### src/rtl/reg_file_mp_pkg.sv
// Helpers for the multi-port register file: write-port priority selection.
package reg_file_mp_pkg;

    // Upper bound on write ports handled by wr_select(); callers zero-extend their hit vector.
    localparam int unsigned MAX_WR_PORTS = 8;

    // One-hot of the highest-index set bit, so the highest write port wins a collision.
    function automatic logic [MAX_WR_PORTS-1:0] wr_select(input logic [MAX_WR_PORTS-1:0] hits);
        logic [MAX_WR_PORTS-1:0] sel;
        sel = '0;
        for (int i = 0; i < int'(MAX_WR_PORTS); i++) begin
            if (hits[i]) begin
                sel = MAX_WR_PORTS'(1) << i;
            end
        end
        return sel;
    endfunction

endpackage

### src/rtl/riscv_32i_defs_pkg.sv
// Shared RV32I datapath definitions: hardwired-zero register index and register index type.
package riscv_32i_defs_pkg;

    localparam int unsigned X0           = 0;
    localparam int unsigned RV_REG_IDX_W = 5;

    typedef logic [RV_REG_IDX_W-1:0] reg_idx_t;

endpackage

### src/rtl/reg_file_rd_port.sv
// One combinational read port: range check, write-bypass priority match and busy masking.
module reg_file_rd_port
    import riscv_32i_defs_pkg::*;
    import reg_file_mp_pkg::*;
#(
    parameter  int unsigned XLEN         = 32,
    parameter  int unsigned NUM_REGS     = 32,
    parameter  int unsigned NUM_WR_PORTS = 1,
    parameter  int unsigned BYPASS       = 1,
    localparam int unsigned ADDR_W       = $clog2(NUM_REGS)
) (
    input  logic [ADDR_W-1:0]              i_rd_reg,
    input  logic [NUM_REGS*XLEN-1:0]       i_regs,
    input  logic [NUM_REGS-1:0]            i_busy,
    input  logic [NUM_WR_PORTS-1:0]        i_wr_en,
    input  logic [NUM_WR_PORTS*ADDR_W-1:0] i_wr_reg,
    input  logic [NUM_WR_PORTS*XLEN-1:0]   i_wr_data,
    output logic [XLEN-1:0]                o_rd_data,
    output logic                           o_rd_busy
);

    logic                    w_valid;
    logic [XLEN-1:0]         w_stored;
    logic                    w_stored_busy;
    logic [NUM_WR_PORTS-1:0] w_hits;
    logic [NUM_WR_PORTS-1:0] w_sel;
    logic [XLEN-1:0]         w_byp_data;
    logic                    w_byp;

    // Match-based lookup so addresses beyond NUM_REGS simply find nothing.
    always_comb begin
        w_valid       = 1'b0;
        w_stored      = '0;
        w_stored_busy = 1'b0;
        for (int r = 0; r < int'(NUM_REGS); r++) begin
            if (i_rd_reg == ADDR_W'(r)) begin
                w_valid       = (r != int'(X0));
                w_stored      = i_regs[r*XLEN +: XLEN];
                w_stored_busy = i_busy[r];
            end
        end
    end

    always_comb begin
        w_hits = '0;
        for (int w = 0; w < int'(NUM_WR_PORTS); w++) begin
            w_hits[w] = i_wr_en[w] && (i_wr_reg[w*ADDR_W +: ADDR_W] == i_rd_reg);
        end
    end

    assign w_sel = NUM_WR_PORTS'(wr_select(MAX_WR_PORTS'(w_hits)));

    always_comb begin
        w_byp_data = '0;
        for (int w = 0; w < int'(NUM_WR_PORTS); w++) begin
            if (w_sel[w]) begin
                w_byp_data = i_wr_data[w*XLEN +: XLEN];
            end
        end
    end

    assign w_byp     = (BYPASS != 0) && (|w_hits);
    assign o_rd_data = !w_valid ? '0 : (w_byp ? w_byp_data : w_stored);
    assign o_rd_busy = w_valid && !w_byp && w_stored_busy;

endmodule

### src/rtl/reg_file_mp.sv
// Multi-port integer register file with optional write bypass and per-register busy scoreboard.
module reg_file_mp
    import riscv_32i_defs_pkg::*;
    import reg_file_mp_pkg::*;
#(
    parameter  int unsigned XLEN         = 32,
    parameter  int unsigned NUM_REGS     = 32,
    parameter  int unsigned NUM_RD_PORTS = 2,
    parameter  int unsigned NUM_WR_PORTS = 1,
    parameter  int unsigned BYPASS       = 1,
    localparam int unsigned ADDR_W       = $clog2(NUM_REGS)
) (
    input  logic                           clk,
    input  logic                           rst_n,
    input  logic [NUM_RD_PORTS*ADDR_W-1:0] rd_reg,
    output logic [NUM_RD_PORTS*XLEN-1:0]   rd_data,
    output logic [NUM_RD_PORTS-1:0]        rd_busy,
    input  logic [NUM_WR_PORTS-1:0]        wr_en,
    input  logic [NUM_WR_PORTS*ADDR_W-1:0] wr_reg,
    input  logic [NUM_WR_PORTS*XLEN-1:0]   wr_data,
    input  logic                           rsv_en,
    input  logic [ADDR_W-1:0]              rsv_reg
);

    logic [NUM_WR_PORTS-1:0]  w_wr_en;
    logic [NUM_REGS*XLEN-1:0] w_regs_flat;
    logic [NUM_REGS-1:0]      w_busy;

    // Gating with rst_n keeps bypassed data off rd_data while reset is held.
    assign w_wr_en = wr_en & {NUM_WR_PORTS{rst_n}};

    assign w_regs_flat[X0*XLEN +: XLEN] = '0;
    assign w_busy[X0]                   = 1'b0;

    for (genvar g = 1; g < NUM_REGS; g++) begin : g_reg
        logic [NUM_WR_PORTS-1:0] w_hits;
        logic [NUM_WR_PORTS-1:0] w_sel;
        logic [XLEN-1:0]         w_val;
        logic                    w_rsv;
        logic [XLEN-1:0]         r_data;
        logic                    r_busy;

        always_comb begin
            w_hits = '0;
            for (int w = 0; w < int'(NUM_WR_PORTS); w++) begin
                w_hits[w] = w_wr_en[w] && (wr_reg[w*ADDR_W +: ADDR_W] == ADDR_W'(g));
            end
        end

        assign w_sel = NUM_WR_PORTS'(wr_select(MAX_WR_PORTS'(w_hits)));

        always_comb begin
            w_val = '0;
            for (int w = 0; w < int'(NUM_WR_PORTS); w++) begin
                if (w_sel[w]) begin
                    w_val = wr_data[w*XLEN +: XLEN];
                end
            end
        end

        assign w_rsv = rsv_en && (rsv_reg == ADDR_W'(g));

        // A reserve on the same edge as a write belongs to a newer producer, so it wins.
        always_ff @(posedge clk or negedge rst_n) begin
            if (!rst_n) begin
                r_data <= '0;
                r_busy <= 1'b0;
            end else begin
                if (|w_hits) begin
                    r_data <= w_val;
                end
                if (w_rsv) begin
                    r_busy <= 1'b1;
                end else if (|w_hits) begin
                    r_busy <= 1'b0;
                end
            end
        end

        assign w_regs_flat[g*XLEN +: XLEN] = r_data;
        assign w_busy[g]                   = r_busy;
    end

    for (genvar p = 0; p < NUM_RD_PORTS; p++) begin : g_rd
        reg_file_rd_port #(
            .XLEN         (XLEN),
            .NUM_REGS     (NUM_REGS),
            .NUM_WR_PORTS (NUM_WR_PORTS),
            .BYPASS       (BYPASS)
        ) u_rd_port (
            .i_rd_reg  (rd_reg[p*ADDR_W +: ADDR_W]),
            .i_regs    (w_regs_flat),
            .i_busy    (w_busy),
            .i_wr_en   (w_wr_en),
            .i_wr_reg  (wr_reg),
            .i_wr_data (wr_data),
            .o_rd_data (rd_data[p*XLEN +: XLEN]),
            .o_rd_busy (rd_busy[p])
        );
    end

endmodule

### config.mk
export PLATFORM = sky130hd
export DESIGN_NAME = reg_file_mp
export DESIGN_NICKNAME = d
export VERILOG_FILES = /design/src/rtl/reg_file_mp_pkg.sv /design/src/rtl/riscv_32i_defs_pkg.sv /design/src/rtl/reg_file_rd_port.sv /design/src/rtl/reg_file_mp.sv
export SDC_FILE = /design/constraint.sdc
export NUM_CORES = 2
export LEC_CHECK = 0
export BUFFER_PORTS_ARGS = -buffer_cell sky130_fd_sc_hd__buf_2
export CORE_ASPECT_RATIO = 0.6
export CORE_MARGIN = 3
export CORE_UTILIZATION = 37
export CTS_CLUSTER_DIAMETER = 100
export CTS_CLUSTER_SIZE = 30
export DETAILED_ROUTE_END_ITERATION = 6
export PLACE_DENSITY_LB_ADDON = 0.12
export RECOVER_POWER = 100
export SLEW_MARGIN = 20
export SYNTH_ARGS = -nofsm -noshare
export SYNTH_HDL_FRONTEND = slang
export SYNTH_SLANG_ARGS = --single-unit
### constraint.sdc
create_clock -name clk -period 5.88 [get_ports clk]
set_clock_uncertainty 0.15 [all_clocks]
set_input_delay 0.294 -clock clk [delete_from_list [all_inputs] [get_ports clk]]
set_output_delay 0.294 -clock clk [all_outputs]
set_load 0.005 [all_outputs]
==> metrics.cfg <==
[run_status]
status=finished, violations left
violations=max-capacitance violations, max-slew violations

[global_routing]
grt.total_usage=0.358
grt_pass1_wl_um=443000
grt_pass1_vias=55932
grt_overflow=0
antenna_found_initial=15
grt_max_degree=159

[drt]
wl_per_cell_um=38.1
antenna_left=0
initialDrtViolationCount=8514
viasPerCell=6.96
drt_wl_total_um=319000
drc=0
dr.pass1.iters=7
via_count=58314

[setup_path]
critPathTopFamily=simple AND/OR/NAND/NOR gates
critical_path_cell_count=13
cp-start-kind=input pin
critPathKind=input pin to output port
reg2reg_depth=3
max_stage_delay_ns=0.77
worst-endpoint-required_ns=5.44
endpoint_kind=output port
critPathMaxFanout=16
crit_slowest_cell=nor2_1
cp_data_arrival_time_ns=5.19
path_cells=dlygate4sd3_1 > clkbuf_1 > nand2_1 > nor2_1 > a21bo_1 > buf_4 > nor2_1 > buf_4 > nand3_1 > a311oi_1 > nor3_1 > clkbuf_4 > buf_2
path_buf_inv=6

[clock_network]
hold_buffers=13
htree_levels=2
worstSkewPairLatency_ns=0.70
clk_pin_slew_ns=0.13
clock_path_buffers=3
cts_made_buffers=41
cts-root-buf=clkbuf_16
cts_tree=built
cts.repair.resized=0
cts.sinks=1023
post_cts_buffers=0

[final_layout]
fin_area_um2=65900
area_growth_pct=7.19
finalNonFillerCells=8376
nNetsFinal=6193
post-route-util=0.401
drive_above_1_share=0.246
n_fill_cell=16348

[synthesis]
syn_nets=6366
synthArstFlopShare=1.00
synth_top_area_share=0.416
netlist_instances=6310
ys_seq_area_frac=0.416
yosysWarnings=0
synth_edf_count=0
synth-seq-cells=1023
synth_area_um2=61500
synth_area_leaders=dfrtp_1 42%, mux2_2 18%, o21ai_0 4.2%
synthFlopType=dfrtp_1
avgSynthCellArea_um2=9.74
synth_area_leader_cell=dfrtp_1
synthDistinctLibCells=92

[sta]
worst_pin_slew_ns=3.36
drv_slew=1151
max_slew_margin=-1.24
setup_viol=0
max_freq_mhz=177
setup_tns_ns=0
rsz0062_at_grt=false
period_needed_ns=5.64
period_share=0.959
final.setup.worst_slack_ns=0.243
hold_viol_final=0

[pwr]
power_density_nw_per_um2=248
vdd_drop_max_mv=0.243
leakage_nw=28.0

[placed_design]
dpl.hpwl_um=231000
preCtsSetupSlack_ns=1.12
place_inst=8303
place_congestion=1.01
place_area_um2=64800
io_buffers=121

[die]
fp-row-count=115
die_h_um=322
core_area_um2=164000
ios=122
dieArea_um2=171000
start_util=0.374
die_w_um=532

[hold_path]
holdPathStages=3
hold_class=input pin to register

[job]
drv_cap=31

## kinds of logic (layout without fill, tap and decap cells)
| family | Yosys count | after routing | share of synthesized area |
|---|---|---|---|
| AND/OR/NAND/NOR | 1332 | 1332 | 0.106 |
| XOR/XNOR | 11 | 11 | 0.00157 |
| flip-flops | 1023 | 1023 | 0.416 |
| other | 0 | 6 | 0 |
| buffers and inverters | 708 | 545 | 0.0496 |
| multiplexers | 1083 | 1083 | 0.197 |
| AO/OA/AOI/OAI | 2153 | 2153 | 0.230 |
## power breakdown
group | switching (mW) | total (mW) | internal (mW)
clock network | 2.55 | 3.95 | 1.40
logic | 2.03 | 3.40 | 1.36
registers | 1.00 | 8.99 | 7.99
## layer usage
metal | GRT usage | wire (µm) | vias up
met2 | 0.511 | 131000 | 4022
met1 | 0.511 | 135000 | 30186
met5 | 0 | 34 | -
met3 | 0.0848 | 36000 | 697
li1 | - | - | 23405
met4 | 0.164 | 16900 | 4
## final timing paths
kind / to / startpoint / slack, ns
setup / recovery: rd_data[33] / rst_n / 0.24
hold / removal: g_reg[13].r_data[7] / wr_data[7] / 0.04
setup reg to reg: g_reg[16].r_busy / g_reg[16].r_busy / 4.45
hold reg to reg: g_reg[5].r_data[31] / g_reg[5].r_data[31] / 0.39
max in group asynchronous: g_reg[26].r_data[5] / rst_n / 1.21
min in group asynchronous: g_reg[10].r_data[10] / rst_n / 0.76
## synth_stat cells, types with 12 or more instances
| cell type | count |
|---|---|
| dfrtp_1 | 1023 |
| mux2_2 | 996 |
| o21ai_0 | 521 |
| a21oi_1 | 444 |
| nand2_1 | 411 |
| clkbuf_1 | 370 |
| nor2_1 | 333 |
| a22oi_1 | 201 |
| buf_2 | 178 |
| o22ai_1 | 177 |
| nand3_1 | 158 |
| nor3_1 | 95 |
| mux2i_1 | 87 |
| a221oi_1 | 86 |
| o211ai_1 | 86 |
| a211oi_1 | 67 |
| inv_1 | 67 |
| a21o_1 | 61 |
| a31oi_1 | 60 |
| buf_1 | 60 |
| o221ai_1 | 53 |
| a22o_1 | 50 |
| nand4_1 | 49 |
| nand2b_1 | 45 |
| nor2b_1 | 44 |
| o21a_1 | 32 |
| o32ai_1 | 32 |
| o31ai_1 | 31 |
| and3_1 | 27 |
| a221o_1 | 26 |
| a222oi_1 | 25 |
| or3_1 | 24 |
| a211o_1 | 21 |
| a2bb2oi_1 | 21 |
| o2111ai_1 | 20 |
| buf_4 | 18 |
| and2_1 | 17 |
| a32oi_1 | 16 |
| a21boi_0 | 15 |
| and4b_1 | 14 |
| nor4_1 | 14 |
| or2_2 | 14 |
| a32o_1 | 13 |
| buf_6 | 13 |
| o211a_1 | 12 |
## worst register-to-register path, stage by stage, from the launching register on
cell and delay [ns]:
dfrtp_1 0.44, nand2_1 0.07, o31ai_1 0.11, dlygate4sd3_1 0.56
## through the flow
| stage | hold WS, ns | total power, mW |
|---|---|---|
| after global placement | 0.0825 | 12.3 |
| after detailed placement | 0.0812 | 12.4 |
| after CTS | 0.000133 | 16.3 |
| final | 0.0350 | 16.3 |
| after global routing | 0.0333 | 16.9 |
| after floorplan | -0.152 | 10.8 |
## placed cells by master, fill, tap and decap left out, drive strengths merged, types with 44 or more instances in the layout
master / Yosys / routed
clkbuf: 371 / 135
buf: 269 / 320
nand3: 161 / 161
inv: 68 / 71
o211ai: 86 / 86
o21ai: 527 / 527
mux2i: 87 / 87
a21o: 61 / 61
a221oi: 86 / 86
o22ai: 177 / 177
nand2b: 45 / 45
nor2b: 44 / 44
nand4: 49 / 49
dfrtp: 1023 / 1023
a22oi: 201 / 201
mux2: 996 / 996
o221ai: 53 / 53
a211oi: 67 / 67
nor3: 99 / 99
a31oi: 60 / 60
a22o: 50 / 50
nor2: 340 / 340
a21oi: 445 / 445
nand2: 411 / 411
## cell type report
cell class	count	area (µm²)	share of cell area
timing repair buffer	424	2910	0.0442
tap	2223	2780	0.0422
inverter	68	260	0.00395
multi-input combinational	4579	33200	0.503
clock buffer	43	1040	0.0158
antenna	6	15.0	0.000228
clock inverter	10	121	0.00184
sequential	1023	25600	0.389
## sequential cells by signal, indices dropped and copies added (netlist names)
| signal | flops |
|---|---|
| g.r_data | 992 |
| g.r_busy | 31 |
Power figures use the tool's default switching activity.
